File: src/rtl/calc_engine.sv
// Multi-cycle calculator core: single-step ALU ops plus iterative shift-add MUL
// and restoring DIV, under a start/busy/done handshake with held outputs.
module calc_engine #(
    parameter int unsigned WIDTH = 8
) (
    input  logic             clk,
    input  logic             rst,
    input  logic             start,
    input  logic [2:0]       op,
    input  logic [WIDTH-1:0] a,
    input  logic [WIDTH-1:0] b,
    output logic             busy,
    output logic             done,
    output logic [WIDTH-1:0] result,
    output logic [WIDTH-1:0] result_hi,
    output logic             carry,
    output logic             ovf,
    output logic             zero,
    output logic             dbz
);
    localparam int unsigned CW = (WIDTH > 1) ? $clog2(WIDTH) : 1;
    localparam int unsigned PW = 2 * WIDTH;

    localparam logic [2:0] OP_ADD = 3'd0;
    localparam logic [2:0] OP_SUB = 3'd1;
    localparam logic [2:0] OP_MUL = 3'd2;
    localparam logic [2:0] OP_DIV = 3'd3;
    localparam logic [2:0] OP_AND = 3'd4;
    localparam logic [2:0] OP_OR  = 3'd5;
    localparam logic [2:0] OP_XOR = 3'd6;
    localparam logic [2:0] OP_CMP = 3'd7;

    typedef enum logic [1:0] {
        S_IDLE,
        S_EXEC,
        S_ITER,
        S_FIN
    } state_e;

    state_e           state_q, state_d;
    logic [2:0]       op_q, op_d;
    logic [WIDTH-1:0] a_q, a_d, b_q, b_d;
    logic [CW-1:0]    cnt_q, cnt_d;
    logic [PW-1:0]    p_q, p_d;

    // Staged EXEC results, published to the outputs on the FIN edge
    logic [WIDTH-1:0] s_res_q, s_res_d, s_hi_q, s_hi_d;
    logic             s_carry_q, s_carry_d, s_ovf_q, s_ovf_d, s_dbz_q, s_dbz_d;

    logic             busy_q, busy_d, done_q, done_d;
    logic [WIDTH-1:0] result_q, result_d, result_hi_q, result_hi_d;
    logic             carry_q, carry_d, ovf_q, ovf_d, zero_q, zero_d, dbz_q, dbz_d;

    logic [WIDTH:0]   add_w, sub_w, mul_sum, div_sh, div_diff;
    logic             div_ge;

    // p_q holds {acc, multiplier} for MUL and {remainder, dividend/quotient} for DIV
    assign add_w    = {1'b0, a_q} + {1'b0, b_q};
    assign sub_w    = {1'b0, a_q} - {1'b0, b_q};
    assign mul_sum  = {1'b0, p_q[PW-1:WIDTH]} + (p_q[0] ? {1'b0, a_q} : '0);
    assign div_sh   = {p_q[PW-1:WIDTH], p_q[WIDTH-1]};
    assign div_diff = div_sh - {1'b0, b_q};
    assign div_ge   = ~div_diff[WIDTH];

    always_ff @(posedge clk or posedge rst) begin
        if (rst) begin
            state_q     <= S_IDLE;
            op_q        <= '0;
            a_q         <= '0;
            b_q         <= '0;
            cnt_q       <= '0;
            p_q         <= '0;
            s_res_q     <= '0;
            s_hi_q      <= '0;
            s_carry_q   <= 1'b0;
            s_ovf_q     <= 1'b0;
            s_dbz_q     <= 1'b0;
            busy_q      <= 1'b0;
            done_q      <= 1'b0;
            result_q    <= '0;
            result_hi_q <= '0;
            carry_q     <= 1'b0;
            ovf_q       <= 1'b0;
            zero_q      <= 1'b0;
            dbz_q       <= 1'b0;
        end else begin
            state_q     <= state_d;
            op_q        <= op_d;
            a_q         <= a_d;
            b_q         <= b_d;
            cnt_q       <= cnt_d;
            p_q         <= p_d;
            s_res_q     <= s_res_d;
            s_hi_q      <= s_hi_d;
            s_carry_q   <= s_carry_d;
            s_ovf_q     <= s_ovf_d;
            s_dbz_q     <= s_dbz_d;
            busy_q      <= busy_d;
            done_q      <= done_d;
            result_q    <= result_d;
            result_hi_q <= result_hi_d;
            carry_q     <= carry_d;
            ovf_q       <= ovf_d;
            zero_q      <= zero_d;
            dbz_q       <= dbz_d;
        end
    end

    always_comb begin
        state_d     = state_q;
        op_d        = op_q;
        a_d         = a_q;
        b_d         = b_q;
        cnt_d       = cnt_q;
        p_d         = p_q;
        s_res_d     = s_res_q;
        s_hi_d      = s_hi_q;
        s_carry_d   = s_carry_q;
        s_ovf_d     = s_ovf_q;
        s_dbz_d     = s_dbz_q;
        busy_d      = busy_q;
        done_d      = 1'b0;
        result_d    = result_q;
        result_hi_d = result_hi_q;
        carry_d     = carry_q;
        ovf_d       = ovf_q;
        zero_d      = zero_q;
        dbz_d       = dbz_q;

        unique case (state_q)
            S_IDLE: begin
                if (start) begin
                    op_d   = op;
                    a_d    = a;
                    b_d    = b;
                    cnt_d  = '0;
                    busy_d = 1'b1;
                    p_d    = (op == OP_MUL) ? {{WIDTH{1'b0}}, b} : {{WIDTH{1'b0}}, a};
                    if (op == OP_MUL || (op == OP_DIV && b != '0)) begin
                        state_d = S_ITER;
                    end else begin
                        state_d = S_EXEC;
                    end
                end
            end

            S_ITER: begin
                if (op_q == OP_MUL) begin
                    p_d = {mul_sum, p_q[WIDTH-1:1]};
                end else begin
                    p_d = {(div_ge ? div_diff[WIDTH-1:0] : div_sh[WIDTH-1:0]),
                           p_q[WIDTH-2:0], div_ge};
                end
                cnt_d = cnt_q + CW'(1);
                if (cnt_q == CW'(WIDTH - 1)) begin
                    cnt_d   = '0;
                    state_d = S_EXEC;
                end
            end

            S_EXEC: begin
                s_hi_d    = '0;
                s_carry_d = 1'b0;
                s_ovf_d   = 1'b0;
                s_dbz_d   = 1'b0;
                unique case (op_q)
                    OP_ADD: begin
                        s_res_d   = add_w[WIDTH-1:0];
                        s_carry_d = add_w[WIDTH];
                        s_ovf_d   = (a_q[WIDTH-1] == b_q[WIDTH-1]) &&
                                    (add_w[WIDTH-1] != a_q[WIDTH-1]);
                    end
                    OP_SUB: begin
                        s_res_d   = sub_w[WIDTH-1:0];
                        s_carry_d = sub_w[WIDTH];
                        s_ovf_d   = (a_q[WIDTH-1] != b_q[WIDTH-1]) &&
                                    (sub_w[WIDTH-1] != a_q[WIDTH-1]);
                    end
                    OP_MUL: begin
                        s_res_d = p_q[WIDTH-1:0];
                        s_hi_d  = p_q[PW-1:WIDTH];
                        s_ovf_d = (p_q[PW-1:WIDTH] != '0);
                    end
                    OP_DIV: begin
                        if (b_q == '0) begin
                            s_res_d = '1;
                            s_hi_d  = a_q;
                            s_dbz_d = 1'b1;
                        end else begin
                            s_res_d = p_q[WIDTH-1:0];
                            s_hi_d  = p_q[PW-1:WIDTH];
                        end
                    end
                    OP_AND: s_res_d = a_q & b_q;
                    OP_OR:  s_res_d = a_q | b_q;
                    OP_XOR: s_res_d = a_q ^ b_q;
                    OP_CMP: begin
                        s_res_d = WIDTH'(a_q < b_q);
                        s_hi_d  = WIDTH'(a_q == b_q);
                    end
                    default: s_res_d = '0;
                endcase
                state_d = S_FIN;
            end

            S_FIN: begin
                result_d    = s_res_q;
                result_hi_d = s_hi_q;
                carry_d     = s_carry_q;
                ovf_d       = s_ovf_q;
                dbz_d       = s_dbz_q;
                zero_d      = (s_res_q == '0);
                done_d      = 1'b1;
                busy_d      = 1'b0;
                state_d     = S_IDLE;
            end

            default: state_d = S_IDLE;
        endcase
    end

    assign busy      = busy_q;
    assign done      = done_q;
    assign result    = result_q;
    assign result_hi = result_hi_q;
    assign carry     = carry_q;
    assign ovf       = ovf_q;
    assign zero      = zero_q;
    assign dbz       = dbz_q;

endmodule
File: config.mk
export PLATFORM = sky130hd
export DESIGN_NAME = calc_engine
export DESIGN_NICKNAME = d
export VERILOG_FILES = /design/src/rtl/calc_engine.sv
export SDC_FILE = /design/constraint.sdc
export NUM_CORES = 1
export LEC_CHECK = 0
export BUFFER_PORTS_ARGS = -buffer_cell sky130_fd_sc_hd__buf_2
export CORE_MARGIN = 2
export CORE_UTILIZATION = 35
export DETAILED_ROUTE_END_ITERATION = 10
export PLACE_DENSITY = 0.58
export SYNTH_ARGS = -nofsm -noshare
export SYNTH_HDL_FRONTEND = slang
export SYNTH_SLANG_ARGS = --single-unit
File: constraint.sdc
create_clock -name clk -period 6.9 [get_ports clk]
set_input_delay 0.69 -clock clk [delete_from_list [all_inputs] [get_ports clk]]
set_output_delay 0.69 -clock clk [all_outputs]
set_load 0.02 [all_outputs]
## Word level (Yosys, flattened, before mapping)

Index checks and enable logic that the tools add are counted.

| storage, ports and cells | value |
|---|---|
| flip-flop bits (word level) | 81 |
| bits in latches | 0 |
| memory bits (writable) | 0 |
| ROM bits | 0 |
| input port bits | 22 |
| output and inout bits | 22 |
| logic and storage cells | 89 |
| memories | 0 |

| operators by class | value |
|---|---|
| $add $sub $neg | 5 |
| $mul | 0 |
| divide/modulo/power cells | 0 |
| order comparisons | 1 |
| equality and inequality tests | 20 |
| shift-type cells | 0 |
| muxes and demuxes | 24 |
| bitwise operators | 4 |
| reduce and logical (&&, ||, !) cells | 16 |

Operators with widths:

| cell | count |
|---|---|
| $pmux W8 S8 | 1 |
| $mux W8 | 5 |
| $mux W16 | 2 |
| $pmux W16 S2 | 1 |
| $pmux W8 S3 | 1 |
| $add A8 B8 Y9 | 2 |
| $logic_not A8 Y1 | 2 |
| $reduce_bool A8 Y1 | 2 |
| $eq A3 B3 Y1 const B | 5 |
| $eq A3 B2 Y1 const B | 4 |
| $sub A8 B8 Y9 | 1 |
| $sub A9 B8 Y9 | 1 |
| $and A8 B8 Y8 | 1 |
| $eq A8 B8 Y1 | 1 |
| $lt A8 B8 Y1 | 1 |
| $or A8 B8 Y8 | 1 |
| $pmux W2 S4 | 1 |
| $reduce_and A2 Y1 | 4 |
| $xor A8 B8 Y8 | 1 |
| $mux W2 | 3 |
| $mux W3 | 2 |
| $pmux W3 S2 | 1 |
| $eq A2 B2 Y1 const B | 2 |
| $mux W1 | 4 |
| other kinds (14) | 21 |

## Depth between registers and ports, before layout

| logic depth | value |
|---|---|
| depth after elaboration | 6 |
| mapped depth | 11 |
| gate-level depth less buffers | 10 |

## Worst setup path before layout

OpenSTA, ideal clock, no wires.

| timing | value |
|---|---|
| path type | register -> register |
| start point | register p_q[7] |
| end point | register p_q[9] |
| library setup time | 0.120 ns |
| data arrival time | 2.339 ns |
| data required time | 6.780 ns |
| slack | 4.441 ns |
| cell stages (with the launch flop) | 11 |
| path buffers | 0 |
| clock period less this slack | 2.459 ns |
| path through | dfrtp_1 -> inv_1 -> ha_1 -> inv_1 -> fa_1 -> a211oi_2 -> o21ai_2 -> a31oi_4 -> xnor2_4 -> mux2_1 -> a31o_1 |

| on the way | value |
|---|---|
| cells in the longest elaborated chain, start to end | 4 |

Ends and longest elaborated chain:

| element | line | source |
|---|---|---|
| start, declared | 44 | `logic [PW-1:0] p_q, p_d;` |
| start signal, assigned | 92 | `p_q <= p_d;` |
| $sub A9 B8 Y9 | 62 | `assign div_diff = div_sh - {1'b0, b_q};` |
| $mux W8 | 151 | `p_d = {(div_ge ? div_diff[WIDTH-1:0] : div_sh[WIDTH-1:0]),` |
| $mux W16 | 148 | `if (op_q == OP_MUL) begin` |
| $pmux W16 S2 | 130 | `unique case (state_q)` |

No other way between the ends.
A chain may end at the register's enable or synchronous reset.

## Worst setup path in the final report

Ends and elaborated chain as after synthesis.

==> impl_metrics.py <==
metrics = {
    "clock_tree": {
        "clock-sinks": 81,
        "post-cts-setup-buffers": 0,
        "h-tree-depth": 3,
        "clockRootBuffer": "clkbuf_16",
        "cts_tree": "built",
        "hold_buffers": 0,
        "clockBufferDepth": 2,
        "path_clk_slew_ns": 0.06,
        "cts_resized": 0,
        "cts_buffers": 9,
        "clock_latency_ns": 0.35,
    },
    "logic_synthesis": {
        "ys_async_sr_fraction": 1.00,
        "ys_warn_count": 0,
        "synthCells": 632,
        "postSynthAreaPerCell_um2": 9.16,
        "syn_area_um2": 5790,
        "synth-seq-area-share": 0.350,
        "ys_types": 63,
        "yosys_most_used_dff": "dfrtp_1",
        "synth_nets": 704,
        "synth_seq_cells": 81,
        "synth_edf_count": 0,
    },
    "worst_setup_path": {
        "end_kind": "register",
        "ff2ff_path_depth": 10,
        "rrSetupSlack_ns": 4.26,
        "worst-path-max-fanout": 9,
        "critPathLaunchType": "register",
        "arrival_ns": 2.89,
        "critPathKind": "register to register",
        "regToRegStartpoint": "p_q[7]$_DFFE_PP0P_",
        "r2r-end": "p_q[9]$_DFFE_PP0P_",
        "cp.required_ns": 7.15,
    },
    "finish": {
        "drive_gt1_frac": 0.182,
        "final_common_cell": "dfrtp_1",
        "final_util": 0.397,
        "most-common-layout-cells": "dfrtp_1, nand2_1, ha_1",
        "area_growth_pct": 12.1,
        "diodes": 0,
        "nets": 733,
    },
    "drt": {
        "viasPerCell": 5.53,
        "vias": 4902,
        "drcViolationCount": 0,
        "post_drt_wl_per_cell_um": 18.2,
        "drt_iter0_drc": 334,
        "dr.pass1.iters": 5,
        "routed_wl_um": 16100,
        "ant_nets": 0,
    },
    "floorplan": {
        "core-area_um2": 16300,
        "io_pins": 44,
        "die_area_um2": 17600,
        "rows": 47,
        "die_h_um": 133,
        "start_util": 0.354,
        "die_x_um": 133,
    },
    "power_and_ir_drop": {
        "vdd_drop_max_mv": 0.217,
        "leakage_nw": 2.88,
        "power_density_nw_per_um2": 518,
        "power_mw": 3.37,
    },
    "sta": {
        "hold_viol_final": 0,
        "rsz0062_at_grt": "no",
        "finalWorstSetupSlack_ns": 4.26,
        "final.period_utilization": 0.383,
        "tightest_slew_ns": 1.14,
        "max_slew_margin": 0.236,
        "drv_slew": 0,
        "fin_crit_ns": 2.64,
        "finalSetupViolations": 0,
        "fin_skew_ns": 0.00884,
        "max_freq_mhz": 378,
        "setup_tns_ns": 0,
    },
    "placement": {
        "place_hpwl_um": 12300,
        "gp_congestion": 0.969,
        "port_buffers": 43,
        "place_ws_ns": 4.26,
    },
    "grt": {
        "antenna_found_initial": 0,
        "grt_overflow": 0,
        "grt_pass1_wl_um": 26900,
        "grtUsageTotal": 0.193,
        "grt_pass1_vias": 4934,
        "grt_max_degree": 82,
    },
    "worst_hold_path": {
        "holdCritPathClass": "register to register",
        "min_from": "result[7]$_DFFE_PP0P_",
        "hold_depth": 1,
        "holdPathEnd": "result[7]$_DFFE_PP0P_",
    },
    "job": {
        "drv_cap": 0,
    },
    "outcome": {
        "outcome": "finished clean",
    },
}
[cells in the mapped netlist (11+ instances only)]
cell type  instances  area (um2)
inv_1             44         165
xnor2_1           12         105
a21oi_1           45         225
a22oi_1           11        82.6
o21ai_0           41         205
clkbuf_1          23        86.3
mux2i_1           16         160
dfrtp_1           81        2030
ha_1              46         576
o22ai_1           12        75.1
nand2_1           62         233
nor2b_1           12        75.1
nor2_1            44         165
mux2_2            42         473
[cell families (layout without fill, tap and decap cells)]
| group | Yosys count | in the layout | synth area share |
|---|---|---|---|
| AO/OA/AOI/OAI | 172 | 172 | 0.194 |
| AND/OR/NAND/NOR | 179 | 179 | 0.151 |
| adder cells (fa/ha/maj) | 50 | 50 | 0.113 |
| buffers and inverters | 72 | 106 | 0.0482 |
| multiplexers | 59 | 59 | 0.111 |
| XOR/XNOR | 19 | 19 | 0.0320 |
| flip-flops | 81 | 81 | 0.350 |
[registers in the layout, summed over array words and instances, names as in the netlist, 2 cells and up]
signal / flops
a_q: 8
b_q: 8
cnt_q: 3
op_q: 3
p_q: 16
result: 8
result_hi: 8
s_hi_q: 8
s_res_q: 8
state_q: 2
[power breakdown]
group / internal [mW] / switching (mW)
clock network: 0.280 / 0.203
registers: 0.645 / 0.259
logic: 0.812 / 1.17
total: 1.74 / 1.63
[area by class of cell]
class / instances / area [um2]
Clock buffer: 9 / 225
Clock inverter: 7 / 71.3
Fill cell: 1669 / 9860
Inverter: 44 / 166
Multi-Input combinational cell: 479 / 3490
Sequential cell: 81 / 2030
Tap cell: 220 / 275
Timing Repair Buffer: 46 / 238
[metrics by stage]
step                hold WS [ns]  std cells  cell area [um2]
global route               0.524        886             6490
detailed placement         0.493        870             6190
finish                     0.501        886             6490
floorplan                  0.454        632             5790
CTS                        0.506        886             6490
global placement           0.484        870             6190
[per-layer routing]
layer,track usage,vias to the layer above,wire [um]
li1,-,2325,-
met1,0.272,2422,7540
met2,0.307,139,7590
met3,0.0352,16,811
met4,0.0496,0,196
met5,0,-,0
[how the worst max path moves through the flow]
| stage | from | slack [ns] | endpoint | cells past startpoint |
|---|---|---|---|---|
| 2_1_floorplan | rst | 4.13 | a_q[0]$_DFFE_PP0P_ | 1 |
| 3_3_place_gp | p_q[7]$_DFFE_PP0P_ | 4.30 | p_q[9]$_DFFE_PP0P_ | 10 |
| 3_5_place_dp | p_q[7]$_DFFE_PP0P_ | 4.26 | p_q[9]$_DFFE_PP0P_ | 10 |
| 4_1_cts | p_q[7]$_DFFE_PP0P_ | 4.24 | p_q[9]$_DFFE_PP0P_ | 10 |
| 5_1_grt | state_q[0]$_DFFE_PP0P_ | 3.99 | p_q[14]$_DFFE_PP0P_ | 8 |
| 6_report | p_q[7]$_DFFE_PP0P_ | 4.26 | p_q[9]$_DFFE_PP0P_ | 10 |
[worst max-delay path, stage by stage, from the launching register on]
cell and delay, ns:
dfrtp_1 0.41, inv_1 0.10, ha_1 0.14, inv_1 0.05, fa_1 0.43, a211oi_2 0.23, o21ai_2 0.12, a31oi_4 0.26
xnor2_4 0.21, mux2_1 0.36, a31o_1 0.21
No activity file was read; power rests on OpenSTA's default activity.
